--- config.mk ---
export PLATFORM = sky130hd
export DESIGN_NAME = rgb_pwm_seq
export DESIGN_NICKNAME = d
export VERILOG_FILES = /design/src/rtl/rgb_pwm_seq.sv
export SDC_FILE = /design/constraint.sdc
export NUM_CORES = 1
export LEC_CHECK = 0
export BUFFER_PORTS_ARGS = -buffer_cell sky130_fd_sc_hd__buf_2
export CAP_MARGIN = 20
export CORE_UTILIZATION = 35
export CTS_CLUSTER_SIZE = 24
export DETAILED_ROUTE_END_ITERATION = 6
export HOLD_SLACK_MARGIN = 0.08
export PLACE_DENSITY = 0.58
export SYNTH_ARGS = -nofsm -noshare
export SYNTH_HDL_FRONTEND = slang
export SYNTH_SLANG_ARGS = --single-unit
--- constraint.sdc ---
create_clock -name hw_clk -period 2.2 [get_ports hw_clk]
set_clock_uncertainty 0.1 [all_clocks]
set_input_delay 0.11 -clock hw_clk [delete_from_list [all_inputs] [get_ports hw_clk]]
set_output_delay 0.11 -clock hw_clk [all_outputs]
set_load 0.02 [all_outputs]
--- src/rtl/rgb_pwm_seq.sv ---
// RGB LED PWM sequencer: fades each colour up and down in turn, with a manual-duty override.
// Duties change only at PWM period boundaries; dropping enable blanks the outputs immediately.
module rgb_pwm_seq #(
   parameter int unsigned PRESCALE     = 48,
   parameter int unsigned STEP_PERIODS = 4
) (
   input  logic        hw_clk,
   input  logic        reset,
   input  logic        enable,
   input  logic        man_mode,
   input  logic        man_load,
   input  logic [23:0] man_duty,
   output logic        pwm_red,
   output logic        pwm_green,
   output logic        pwm_blue,
   output logic [1:0]  color_idx,
   output logic        period_start
);

   // state     | meaning
   // IDLE      | brightness held at 0, waiting for a boundary with enable high
   // FADE_UP   | brightness +1 every STEP_PERIODS boundaries until 255
   // FADE_DOWN | brightness -1 every STEP_PERIODS boundaries until 0
   // ADVANCE   | one cycle: select the next colour, then FADE_UP
   typedef enum logic [1:0] {IDLE, FADE_UP, FADE_DOWN, ADVANCE} state_t;

   localparam logic [15:0] PRESC_MAX = 16'(PRESCALE - 1);
   localparam logic [7:0]  STEP_MAX  = 8'(STEP_PERIODS - 1);

   state_t      state;
   logic [15:0] presc_cnt;
   logic [7:0]  pwm_cnt;
   logic [7:0]  brightness;
   logic [7:0]  step_cnt;
   logic [23:0] man_duty_q;
   logic [23:0] duty_q;
   logic [23:0] auto_duty;
   logic [23:0] man_next;
   logic        tick;
   logic        boundary;
   logic        step_done;

   assign tick      = (presc_cnt == PRESC_MAX);
   assign boundary  = tick && (pwm_cnt == 8'hFF);
   assign step_done = (step_cnt == STEP_MAX);
   // A load coinciding with a boundary must feed that boundary directly.
   assign man_next  = man_load ? man_duty : man_duty_q;

   always_comb begin
      auto_duty = '0;
      case (color_idx)
         2'd0:    auto_duty[23:16] = brightness;
         2'd1:    auto_duty[15:8]  = brightness;
         default: auto_duty[7:0]   = brightness;
      endcase
   end

   always_ff @(posedge hw_clk) begin
      if (reset) begin
         presc_cnt    <= '0;
         pwm_cnt      <= '0;
         state        <= IDLE;
         brightness   <= '0;
         step_cnt     <= '0;
         color_idx    <= 2'd0;
         man_duty_q   <= '0;
         duty_q       <= '0;
         pwm_red      <= 1'b0;
         pwm_green    <= 1'b0;
         pwm_blue     <= 1'b0;
         period_start <= 1'b0;
      end else begin
         presc_cnt    <= tick ? 16'd0 : presc_cnt + 16'd1;
         if (tick)
            pwm_cnt <= pwm_cnt + 8'd1;
         period_start <= boundary;
         if (man_load)
            man_duty_q <= man_duty;
         pwm_red   <= (pwm_cnt < duty_q[23:16]);
         pwm_green <= (pwm_cnt < duty_q[15:8]);
         pwm_blue  <= (pwm_cnt < duty_q[7:0]);

         if (!enable) begin
            // Clearing the duties here blanks the outputs one cycle later.
            state      <= IDLE;
            brightness <= '0;
            step_cnt   <= '0;
            duty_q     <= '0;
         end else begin
            if (boundary)
               duty_q <= man_mode ? man_next : auto_duty;
            if (!man_mode) begin
               case (state)
                  IDLE: begin
                     if (boundary) begin
                        state    <= FADE_UP;
                        step_cnt <= '0;
                     end
                  end
                  FADE_UP: begin
                     if (boundary) begin
                        if (step_done) begin
                           step_cnt <= '0;
                           if (brightness != 8'hFF)
                              brightness <= brightness + 8'd1;
                           if (brightness >= 8'hFE)
                              state <= FADE_DOWN;
                        end else begin
                           step_cnt <= step_cnt + 8'd1;
                        end
                     end
                  end
                  FADE_DOWN: begin
                     if (boundary) begin
                        if (step_done) begin
                           step_cnt <= '0;
                           if (brightness != 8'h00)
                              brightness <= brightness - 8'd1;
                           if (brightness <= 8'h01)
                              state <= ADVANCE;
                        end else begin
                           step_cnt <= step_cnt + 8'd1;
                        end
                     end
                  end
                  ADVANCE: begin
                     color_idx <= (color_idx == 2'd2) ? 2'd0 : color_idx + 2'd1;
                     state     <= FADE_UP;
                  end
                  default: state <= IDLE;
               endcase
            end
         end
      end
   end

endmodule

==> summary.txt, run 1 <==
CTS
  – H-tree depth: 3
  – # clock sinks: 96
  – Reg clk slew, reported paths: 0.06 ns
  – Inserted Clock Buffers: 9
  – Root buffer cell: clkbuf_16
  – Worst-Skew Late Latency: 0.34 ns
  – TritonCTS clock tree: built
  – Clock buffer depth: 2

Cells and area
  – Layout cells sized above 1: around 24%
  – Area grow syn2layout: 29.2%
  – Final nets: 726
  – Fin area: 6290 µm²
  – Diode count: 0

Synthesis
  – Yosys warns: 0
  – Syn nets: 630
  – Post-Synthesis Cells: 567
  – Most used DFF post-synth: dfxtp_1
  – Synth Area per Inst: about 8.6 µm²
  – Yosys reg bits: 96
  – Post-synth EDFFs: 0
  – Asr flop ratio synth: 0%
  – Part of the Yosys area used for sequential elements: about two fifths
  – Unique masters post-synth: 49
  – Post-synthesis cell area: a little under 5000 µm²

Route
  – WL per Instance: 14.4 µm
  – Iteration count of the initial detailed-routing pass: 4
  – DR DRC count: 0
  – Vias: between 4000 and 5000
  – Routed Wire Length: 12.1 mm
  – Via density: 5.05
  – Residual antenna-violating net count after detailed routing: 0
  – Initial detailed-routing violation count: 212

Floorplan
  – Initial Util: between 30 and 40%
  – Die Footprint: 14400 µm²
  – Core footprint: between 10000 and 15000 µm²
  – Rows: 42
  – Io pins: 35
  – Chip Height: around 120 µm
  – Die width: 120 µm

STA
  – Setup Viol. Count Final: 1
  – Max Freq: approximately 0.45 GHz
  – Final Cycle Share: 100%
  – RSZ-0062 raised after global routing: yes
  – Tmin final: ~2.2 ns
  – Max-slew violation count: 0
  – Final Hold Fails: 0
  – Slew HR: 26.4%
  – Worst-Margin Slew: 1.09 ns
  – Worst setup margin: -0.00105 ns
  – Total negative slack: -0.00105 ns

Placed design
  – GP Congestion: 0.856
  – Dpl hpwl: 8.57 mm
  – Post-DP Area: about 5600 µm²
  – Port Buf Inserts: 34

Critical path
  – Worst-path maximum fanout: 5
  – Worst EP required: about 2.4 ns
  – WP data arrival: around 2.4 ns
  – Crit end category: register
  – Setup Crit Path Kind: register to register
  – Startpoint types: register

Global routing
  – Global-route wire length before repair: around 20 mm
  – Total grt overflow: 0
  – Initial antenna violation count: 0
  – Largest net degree at the start of global routing: 43
  – Total track usage: roughly 17%
  – Vias in the first global route: 4072

Pwr
  – Leak pwr: 2.45 nW
  – Worst IR drop on VDD: ~480 µV
  – Pwr dens: 552 nW/µm²

Job
  – Maxcap violations: 0

Hold path
  – Min-delay worst type: input pin to register

Outcome
  – Failing checks: setup timing
  – Status: complete, but fails checks
-- cell families after synthesis --
| group | share of synthesized area [%] |
|---|---|
| AO/OA/AOI/OAI | 13.2 |
| adder cells (fa/ha/maj) | 8.74 |
| buffers and inverters | 4.47 |
| XOR/XNOR | 4.86 |
| AND/OR/NAND/NOR | 23.2 |
| flip-flops | 39.5 |
| multiplexers | 6.04 |
-- layout by cell type (no fill, tap or decap), types with 4 or more instances in the layout --
cell | netlist | layout
xnor2_1 | 6 | 5
and2_1 | 5 | 4
or4_1 | 6 | 4
nor2_1 | 93 | 88
buf_6 | 0 | 4
mux2i_1 | 8 | 8
a211oi_1 | 11 | 8
ha_1 | 34 | 32
or3_1 | 7 | 6
a21o_1 | 6 | 6
a21oi_2 | 0 | 8
nand2_1 | 22 | 21
inv_1 | 28 | 27
dfxtp_1 | 96 | 95
nand3_1 | 17 | 16
o21ai_0 | 13 | 9
nor4_1 | 6 | 5
nand2b_1 | 7 | 7
dlygate4sd3_1 | 0 | 25
nand4_1 | 10 | 10
buf_2 | 3 | 36
nor3_1 | 7 | 6
nor2_2 | 0 | 4
and3_1 | 8 | 7
a21oi_1 | 44 | 36
nor2b_1 | 20 | 20
buf_4 | 0 | 46
clkbuf_16 | 0 | 9
mux2_2 | 18 | 18
a22oi_1 | 16 | 16
xor2_1 | 21 | 21
o21ai_1 | 1 | 4
-- registers in the layout (all words and copies together) (netlist names) --
name,count
presc_cnt,16
pwm_red,1
pwm_blue,1
step_cnt,8
pwm_cnt,8
man_duty_q,24
color_idx,2
period_start,1
pwm_green,1
brightness,8
state,2
duty_q,24
-- report_power, final --
group          total [W]  internal, W  switching [W]
logic           0.000236     0.000116       0.000120
registers        0.00178      0.00177     0.00000857
clock network    0.00146     0.000818       0.000639
-- metal layers --
layer / vias to the layer above / share of wire (%) / track usage, %
li1: 2161 / - / -
met1: 2008 / 46 / 21.7
met4: 0 / 1.7 / 6.02
met5: - / 0 / 0
met3: 16 / 3.9 / 3.33
met2: 74 / 49 / 29.7
-- cell type report --
type,count,area (µm²)
inverter,28,105
timing repair buffer,114,876
clock buffer,12,256
multi-input combinational,414,2890
sequential,96,1920
fill,1269,7110
tap,176,220
clock inverter,3,17.5
-- timing repair --
item	in CTS	in global routing
endpoints found under the setup margin	15	34
setup buffers	1	2
pin swaps	2	18
hold endpoints to repair	25	0
gates cloned	0	1
hold buffers	25	0
resized for setup	4	44
-- final timing paths --
| kind | start | to | slack (ns) | cells past startpoint |
|---|---|---|---|---|
| worst max-delay path | presc_cnt[7] | step_cnt[7] | -0.001 | 6 |
| worst min-delay path | reset | pwm_cnt[4] | 0.14 | 2 |
| worst max register to register | presc_cnt[7] | step_cnt[7] | -0.001 | 6 |
| worst min register to register | duty_q[2] | duty_q[2] | 0.39 | 2 |
-- cell usage after synthesis (7+ instances only) --
cell       n  area (µm²)
mux2i_1    8        80.1
nor2b_1   20         125
inv_1     28         105
ha_1      34         425
dfxtp_1   96        1920
o21ai_0   13        65.1
and3_1     8        50.1
nand2_1   22        82.6
clkbuf_1  22        82.6
nand2b_1   7        43.8
a211oi_1  11        82.6
xor2_1    21         184
nor2_1    93         349
nor3_1     7        35.0
nand4_1   10        62.6
a21oi_1   44         220
nand3_1   17        85.1
mux2_2    18         203
or3_1      7        43.8
a22oi_1   16         120
-- critical path: stages, from the launching register on --
cell     delay (ns)
dfxtp_2        0.32
or4_4          0.53
buf_6          0.14
nor4_4         0.29
nand4_1        0.24
or3_1          0.38
a21oi_1        0.14
-- stage by stage --
stage / hold slack, ns / setup slack (ns) / instances / utilization, % / total power, W
floorplan: 0.177 / 0.0133 / 567 / - / 0.00194
global placement: 0.290 / -0.0207 / 799 / 41.4 / 0.00201
detailed placement: 0.292 / -0.0747 / 799 / 41.4 / 0.00201
CTS: 0.140 / 0.00821 / 840 / 45.5 / 0.00350
global route: 0.174 / -0.139 / 843 / 46.9 / 0.00361
finish: 0.145 / -0.00105 / 843 / 46.9 / 0.00347
No activity file was read; power rests on OpenSTA's default activity.
==> run 2: changes to the inputs <==
--- a/config.mk
+++ b/config.mk
@@ -5,12 +5,11 @@
 export SDC_FILE = /design/constraint.sdc
 export NUM_CORES = 1
 export LEC_CHECK = 0
-export BUFFER_PORTS_ARGS = -buffer_cell sky130_fd_sc_hd__buf_2
+export BUFFER_PORTS_ARGS = -buffer_cell sky130_fd_sc_hd__buf_4
 export CAP_MARGIN = 20
 export CORE_UTILIZATION = 35
 export CTS_CLUSTER_SIZE = 24
 export DETAILED_ROUTE_END_ITERATION = 6
-export HOLD_SLACK_MARGIN = 0.08
 export PLACE_DENSITY = 0.58
 export SYNTH_ARGS = -nofsm -noshare
 export SYNTH_HDL_FRONTEND = slang
==> run 2 against run 1 <==
The run still ends with setup timing left. Register-to-register slack worse by 0.03 ns. Design area fell by 1.0%. Clock-buffer cell count down 1. Global-route usage grew 0.083 points. Flip-flop and latch count stayed put. Setup slack worse by 0.033 ns. First-iteration DRC count rose by 7.5%.
==> summary.txt, run 2 (same netlist as run 1, synthesis figures left out) <==
STA
  – Worst setup margin: -0.0336 ns (was -0.00105 ns)
  – Total negative slack: -0.0517 ns (was -0.00105 ns)
  – Final Cycle Share: 102% (was 100%)
  – Tmin final: 2.23 ns (was 2.20 ns)
  – Max Freq: 0.448 GHz (was 0.454 GHz)
  – Final Hold Fails: 0 (unchanged)
  – Setup Viol. Count Final: 4 (was 1)
  – Max-slew violation count: 0 (unchanged)
  – Worst-Margin Slew: 1.01 ns (was 1.09 ns)
  – RSZ-0062 raised after global routing: yes (unchanged)
  – Slew HR: 32.6% (was 26.4%)

Critical path
  – Worst-path maximum fanout: 3 (was 5)
  – Worst R2R Setup Slack: -0.03 ns (was -0.001 ns)
  – Worst EP required: 2.38 ns (about the same)
  – Startpoint types: register (unchanged)
  – Crit end category: register (unchanged)
  – WP data arrival: 2.41 ns (was 2.38 ns)
  – Setup Crit Path Kind: register to register (unchanged)

Cells and area
  – Multi-input gate area: 2840 µm² (was 2890 µm²)
  – Fin area: 6220 µm² (was 6290 µm²)
  – Filler instances: 1307 (was 1269)
  – Layout cells sized above 1: 23.7% (was 24.3%)
  – Seq. cell area: 1930 µm² (was 1920 µm²)
  – Diode count: 0 (unchanged)
  – Biggest regs: duty_q: 24 flops, man_duty_q: 24 flops, presc_cnt: 16 flops (unchanged)
  – Final nets: 709 (was 726)
  – Most common cell after layout, fill and taps aside: dfxtp_1 (unchanged)
  – Most frequent cells in the layout: dfxtp_1 (92), nor2_1 (91), buf_4 (85) (was dfxtp_1 (95), nor2_1 (88), buf_4 (46))
  – Area grow syn2layout: 27.9% (was 29.2%)

Global routing
  – Vias in the first global route: 4092 (was 4072)
  – Total grt overflow: 0 (unchanged)
  – Global-route wire length before repair: 19.7 mm (was 19.5 mm)
  – Initial antenna violation count: 0 (unchanged)
  – Total track usage: 17.5% (was 17.4%)
  – Largest net degree at the start of global routing: 43 (unchanged)

Placed design
  – Post-DP Area: 5630 µm² (was 5550 µm²)
  – Dpl hpwl: 8.51 mm (was 8.57 mm)
  – Port Buf Inserts: 34 (unchanged)
  – GP Congestion: 0.783 (was 0.856)
  – Setup Slack @ Placement: -0.120 ns (was -0.0747 ns)

CTS
  – H-tree depth: 3 (unchanged)
  – Root buffer cell: clkbuf_16 (unchanged)
  – Clock buffer depth: 2 (unchanged)
  – TritonCTS clock tree: built (unchanged)
  – Worst-Skew Late Latency: 0.35 ns (was 0.34 ns)
  – # clock sinks: 96 (unchanged)
  – Reg clk slew, reported paths: 0.06 ns (about the same)
  – Inserted Clock Buffers: 9 (unchanged)

Route
  – Iteration count of the initial detailed-routing pass: 4 (unchanged)
  – Routed Wire Length: 11.8 mm (was 12.1 mm)
  – DR DRC count: 0 (unchanged)
  – Residual antenna-violating net count after detailed routing: 0 (unchanged)
  – WL per Instance: 14.3 µm (was 14.4 µm)
  – Vias: 4172 (was 4259)
  – Initial detailed-routing violation count: 228 (was 212)
  – Via density: 5.04 (was 5.05)

Outcome
  – Status: complete, but fails checks (unchanged)
  – Failing checks: setup timing (unchanged)

Pwr
  – Worst IR drop on VDD: 481 µV (was 475 µV)
  – Pwr dens: 614 nW/µm² (was 552 nW/µm²)
  – Leak pwr: 2.43 nW (was 2.45 nW)

Hold path
  – Min-delay worst type: input pin to register (unchanged)

Job
  – Maxcap violations: 0 (unchanged)

Floorplan
  – Die width: 120 µm (unchanged)
  – Initial Util: 36.3% (unchanged)
  – Io pins: 35 (unchanged)
  – Rows: 42 (unchanged)
  – Chip Height: 120 µm (unchanged)
  – Die Footprint: 14400 µm² (unchanged)
  – Core footprint: 13400 µm² (unchanged)
## run 2: changes by cell type in the layout (fill, tap and decap cells not counted), moves of 3 or more
cell	delta
nor2_2	-3
a21oi_2	-6
bufinv_16	+3
a21oi_1	+6
dlygate4sd3_1	-18
dfxtp_2	+3
dfxtp_1	-3
buf_4	+39
a211oi_1	+3
buf_2	-36
nor2_1	+3
a211oi_2	-3
## run 2: power by group
part / leakage, nW / switching, W / internal [W]
logic: 1.47 / 0.000106 / 0.000105
clock network: 0.172 / 0.000662 / 0.00117
registers: 0.780 / 0.00000911 / 0.00177
total: 2.43 / 0.000776 / 0.00304
## run 2: final cells by class
| class | count | share of cell area (%) |
|---|---|---|
| Multi-Input combinational cell | 414 | 45.7 |
| Sequential cell | 96 | 31.0 |
| Timing Repair Buffer | 97 | 12.4 |
| Clock buffer | 11 | 4.06 |
| Tap cell | 176 | 3.54 |
| Inverter | 28 | 1.69 |
| Clock inverter | 5 | 1.65 |
## run 2: critical path: stages (launching register included)
cell     delay, ns
dfxtp_2       0.32
or4_4         0.56
buf_6         0.15
nor4_4        0.27
buf_4         0.17
nand4_1       0.11
or3_1         0.34
a21oi_1       0.15
## run 2: per-layer routing
layer	track usage (%)	up-vias	share of wire, %
met1	21.3	1961	46
met3	3.66	17	3.3
met2	30.4	75	49
li1	-	2119	-
met5	0	-	0
met4	5.70	0	2.1
## run 2: timing repair
item | 4_1_cts | 5_1_grt
setup buffers | 2 | 2
endpoints found under the setup margin | 11 | 44
resized for setup | 7 | 28
pin swaps | 10 | 4
hold buffers | 7 | 0
cloned | 0 | 0
hold endpoints to repair | 7 | 0
## run 2: final timing paths
path                              startpoint  depth (start not counted)        endpoint
worst max-delay path            presc_cnt[7]                          7      pwm_cnt[7]
worst min-delay path            man_duty[16]                          3  man_duty_q[16]
worst max register to register  presc_cnt[7]                          7      pwm_cnt[7]
worst min register to register     duty_q[2]                          2       duty_q[2]
## run 2: through the flow
stage / total power (W) / util (%) / std cells / hold slack, ns
CTS: 0.00387 / 45.5 / 825 / 0.0136
global route: 0.00397 / 46.5 / 827 / 0.0243
floorplan: 0.00194 / - / 567 / 0.177
detailed placement: 0.00202 / 42.0 / 800 / 0.293
global placement: 0.00201 / 42.0 / 800 / 0.286
finish: 0.00382 / 46.5 / 827 / 0.0231
==> run 3: changes to the inputs <==
==> constraint.sdc (replaced) <==
create_clock -name hw_clk -period 1.81 [get_ports hw_clk]
set_clock_uncertainty 0.1 [all_clocks]
set_input_delay 0.0905 -clock hw_clk [delete_from_list [all_inputs] [get_ports hw_clk]]
set_output_delay 0.0905 -clock hw_clk [all_outputs]
set_load 0.02 [all_outputs]
==> run 3 against run 2 <==
The run still ends with setup timing left. Global-route usage is 0.86 points higher. Via count is 4.7% higher. First-iteration DRC count shrank 6.6%. Clock-buffer cell count unchanged. Maximum frequency is 2.2% higher. Largest cell class unchanged. Largest power group is now sequential cells.
==> summary.txt, run 3 (same netlist as run 1, synthesis figures left out) <==
STA
  – Slew HR: 37.5% (was 32.6%)
  – Max-slew violation count: 0 (unchanged)
  – Tmin final: 2.19 ns (was 2.23 ns)
  – Final Cycle Share: 121% (was 102%)
  – Worst setup margin: -0.375 ns (was -0.0336 ns)
  – Setup Viol. Count Final: 64 (was 4)
  – Max Freq: 0.458 GHz (was 0.448 GHz)
  – RSZ-0062 raised after global routing: yes (unchanged)
  – Final Hold Fails: 0 (unchanged)
  – Total negative slack: -15.88 ns (was -0.0517 ns)
  – Worst-Margin Slew: 0.930 ns (was 1.01 ns)

Global routing
  – Initial antenna violation count: 0 (unchanged)
  – Global-route wire length before repair: 20.7 mm (was 19.7 mm)
  – Largest net degree at the start of global routing: 43 (unchanged)
  – Vias in the first global route: 4305 (was 4092)
  – Total grt overflow: 0 (unchanged)
  – Total track usage: 18.3% (was 17.5%)

Route
  – WL per Instance: 14.2 µm (was 14.3 µm)
  – Routed Wire Length: 12.4 mm (was 11.8 mm)
  – DR DRC count: 0 (unchanged)
  – Via density: 5.01 (was 5.04)
  – Residual antenna-violating net count after detailed routing: 0 (unchanged)
  – Initial detailed-routing violation count: 213 (was 228)
  – Iteration count of the initial detailed-routing pass: 5 (was 4)
  – Vias: 4368 (was 4172)

Floorplan
  – Rows: 42 (unchanged)
  – Core footprint: 13400 µm² (unchanged)
  – Chip Height: 120 µm (unchanged)
  – Io pins: 35 (unchanged)
  – Initial Util: 36.3% (unchanged)
  – Die width: 120 µm (unchanged)
  – Die Footprint: 14400 µm² (unchanged)

Hold path
  – Min-delay worst type: input pin to register (unchanged)

Pwr
  – Gate power share: 6.7% (was 5.5%)
  – Int Power: 0.00340 W (was 0.00304 W)
  – Switching share of power: 22.1% (was 20.3%)
  – Leak pwr: 2.71 nW (was 2.43 nW)
  – Sequential share of power: 49.4% (was 46.5%)
  – Clock Power Share: 43.9% (was 48.0%)
  – Pwr dens: 646 nW/µm² (was 614 nW/µm²)
  – Worst IR drop on VDD: 498 µV (was 481 µV)
  – Switching pwr: 0.000967 W (was 0.000776 W)

Cells and area
  – Final Non-Filler Cells: 872 (was 827)
  – Final nets: 754 (was 709)
  – Most common cell after layout, fill and taps aside: buf_4 (was dfxtp_1)
  – Biggest regs: duty_q: 24 flops, man_duty_q: 24 flops, presc_cnt: 16 flops (unchanged)
  – Most frequent cells in the layout: buf_4 (118), dfxtp_1 (92), nor2_1 (80) (was dfxtp_1 (92), nor2_1 (91), buf_4 (85))
  – Filler instances: 1266 (was 1307)
  – Layout cells sized above 1: 32.9% (was 23.7%)
  – Util after Layout: 50.5% (was 46.5%)
  – Diode count: 0 (unchanged)
  – Area grow syn2layout: 38.9% (was 27.9%)
  – Fin area: 6760 µm² (was 6220 µm²)

Critical path
  – WP data arrival: 2.37 ns (was 2.41 ns)
  – Worst path slowest cell: or4_4 (unchanged)
  – Worst EP required: 2.00 ns (was 2.38 ns)
  – Worst-path maximum fanout: 4 (was 3)
  – Startpoint types: register (unchanged)
  – CP Buf/Inv Count: 3 (was 2)
  – Critical Path Max Stage Delay: 0.54 ns (was 0.56 ns)
  – Setup Crit Path Kind: register to register (unchanged)
  – Worst-path cell chain: or4_4, buf_6, nor4_4, buf_4, nand4_1, buf_4, or3_1, a21oi_2 (was or4_4, buf_6, nor4_4, buf_4, nand4_1, or3_1, a21oi_1)
  – Most frequent CP cell: buf_4
  – Cell family with most CP delay: simple AND/OR/NAND/NOR gates (unchanged)
  – Crit end category: register (unchanged)

Job
  – Maxcap violations: 0 (unchanged)

CTS
  – Clock buffer depth: 2 (unchanged)
  – # clock sinks: 96 (unchanged)
  – TritonCTS clock tree: built (unchanged)
  – Inserted Clock Buffers: 9 (unchanged)
  – Reg clk slew, reported paths: 0.07 ns (was 0.06 ns)
  – H-tree depth: 3 (unchanged)
  – Worst-Skew Late Latency: 0.35 ns (about the same)
  – Root buffer cell: clkbuf_16 (unchanged)

Placed design
  – Dpl hpwl: 8.90 mm (was 8.51 mm)
  – Post-DP Area: 5900 µm² (was 5630 µm²)
  – Cells after DPL: 827 (was 800)
  – Port Buf Inserts: 34 (unchanged)
  – GP Congestion: 0.834 (was 0.783)

Outcome
  – Failing checks: setup timing (unchanged)
  – Status: complete, but fails checks (unchanged)
## run 3: stage by stage
stage	setup WS [ns]	hold WS [ns]	power, W
global placement	-0.391	0.261	0.00246
CTS	-0.367	0.000944	0.00443
global route	-0.473	0.0270	0.00455
finish	-0.375	0.0105	0.00437
detailed placement	-0.406	0.273	0.00247
floorplan	-0.313	0.157	0.00236
## run 3: path summary, 6_finish.rpt
check | endpoint | from | slack [ns] | cells past startpoint
max | step_cnt[6] | presc_cnt[14] | -0.38 | 8
min | man_duty_q[11] | man_duty[11] | 0.01 | 3
max reg2reg | step_cnt[6] | presc_cnt[14] | -0.38 | 8
min reg2reg | duty_q[2] | duty_q[2] | 0.40 | 2
## run 3: tightest hold or removal path: stages
cell     delay, ns
buf_4         0.08
mux2_2        0.15
nor2b_1       0.11
## run 3: power by group through the flow
stage / clock network (W) / registers [W] / logic (W)
floorplan: 0 / 0.00221 / 0.000151
global placement: 0 / 0.00221 / 0.000259
detailed placement: 0 / 0.00221 / 0.000260
CTS: 0.00198 / 0.00216 / 0.000290
global route: 0.00207 / 0.00216 / 0.000318
finish: 0.00192 / 0.00216 / 0.000293
## run 3: per-layer routing
layer	part of all wire (%)	track usage (%)	wire, µm
met2	49	31.8	6030
met4	1.9	6.41	241
met3	4.0	3.61	497
met1	45	22.4	5620
met5	0	0	0
## run 3: layout make-up
class / count / area (µm²) / area share, %
clock inverters: 5 / 56.3 / 0.833
repair buffers: 142 / 1200 / 17.7
clock buffers: 11 / 243 / 3.59
flip-flops and latches: 96 / 1930 / 28.5
multi-input cells: 414 / 3020 / 44.6
inverters: 28 / 105 / 1.55
well taps: 176 / 220 / 3.26
## run 3: timing repair
item                       4_1_cts  5_1_grt
hold endpoints to repair        14        0
resized for setup               58       20
pin swaps                        7       13
setup endpoints to repair       65       67
buffers inserted                 8        5
gates cloned                     2        0
hold buffers                    14        0
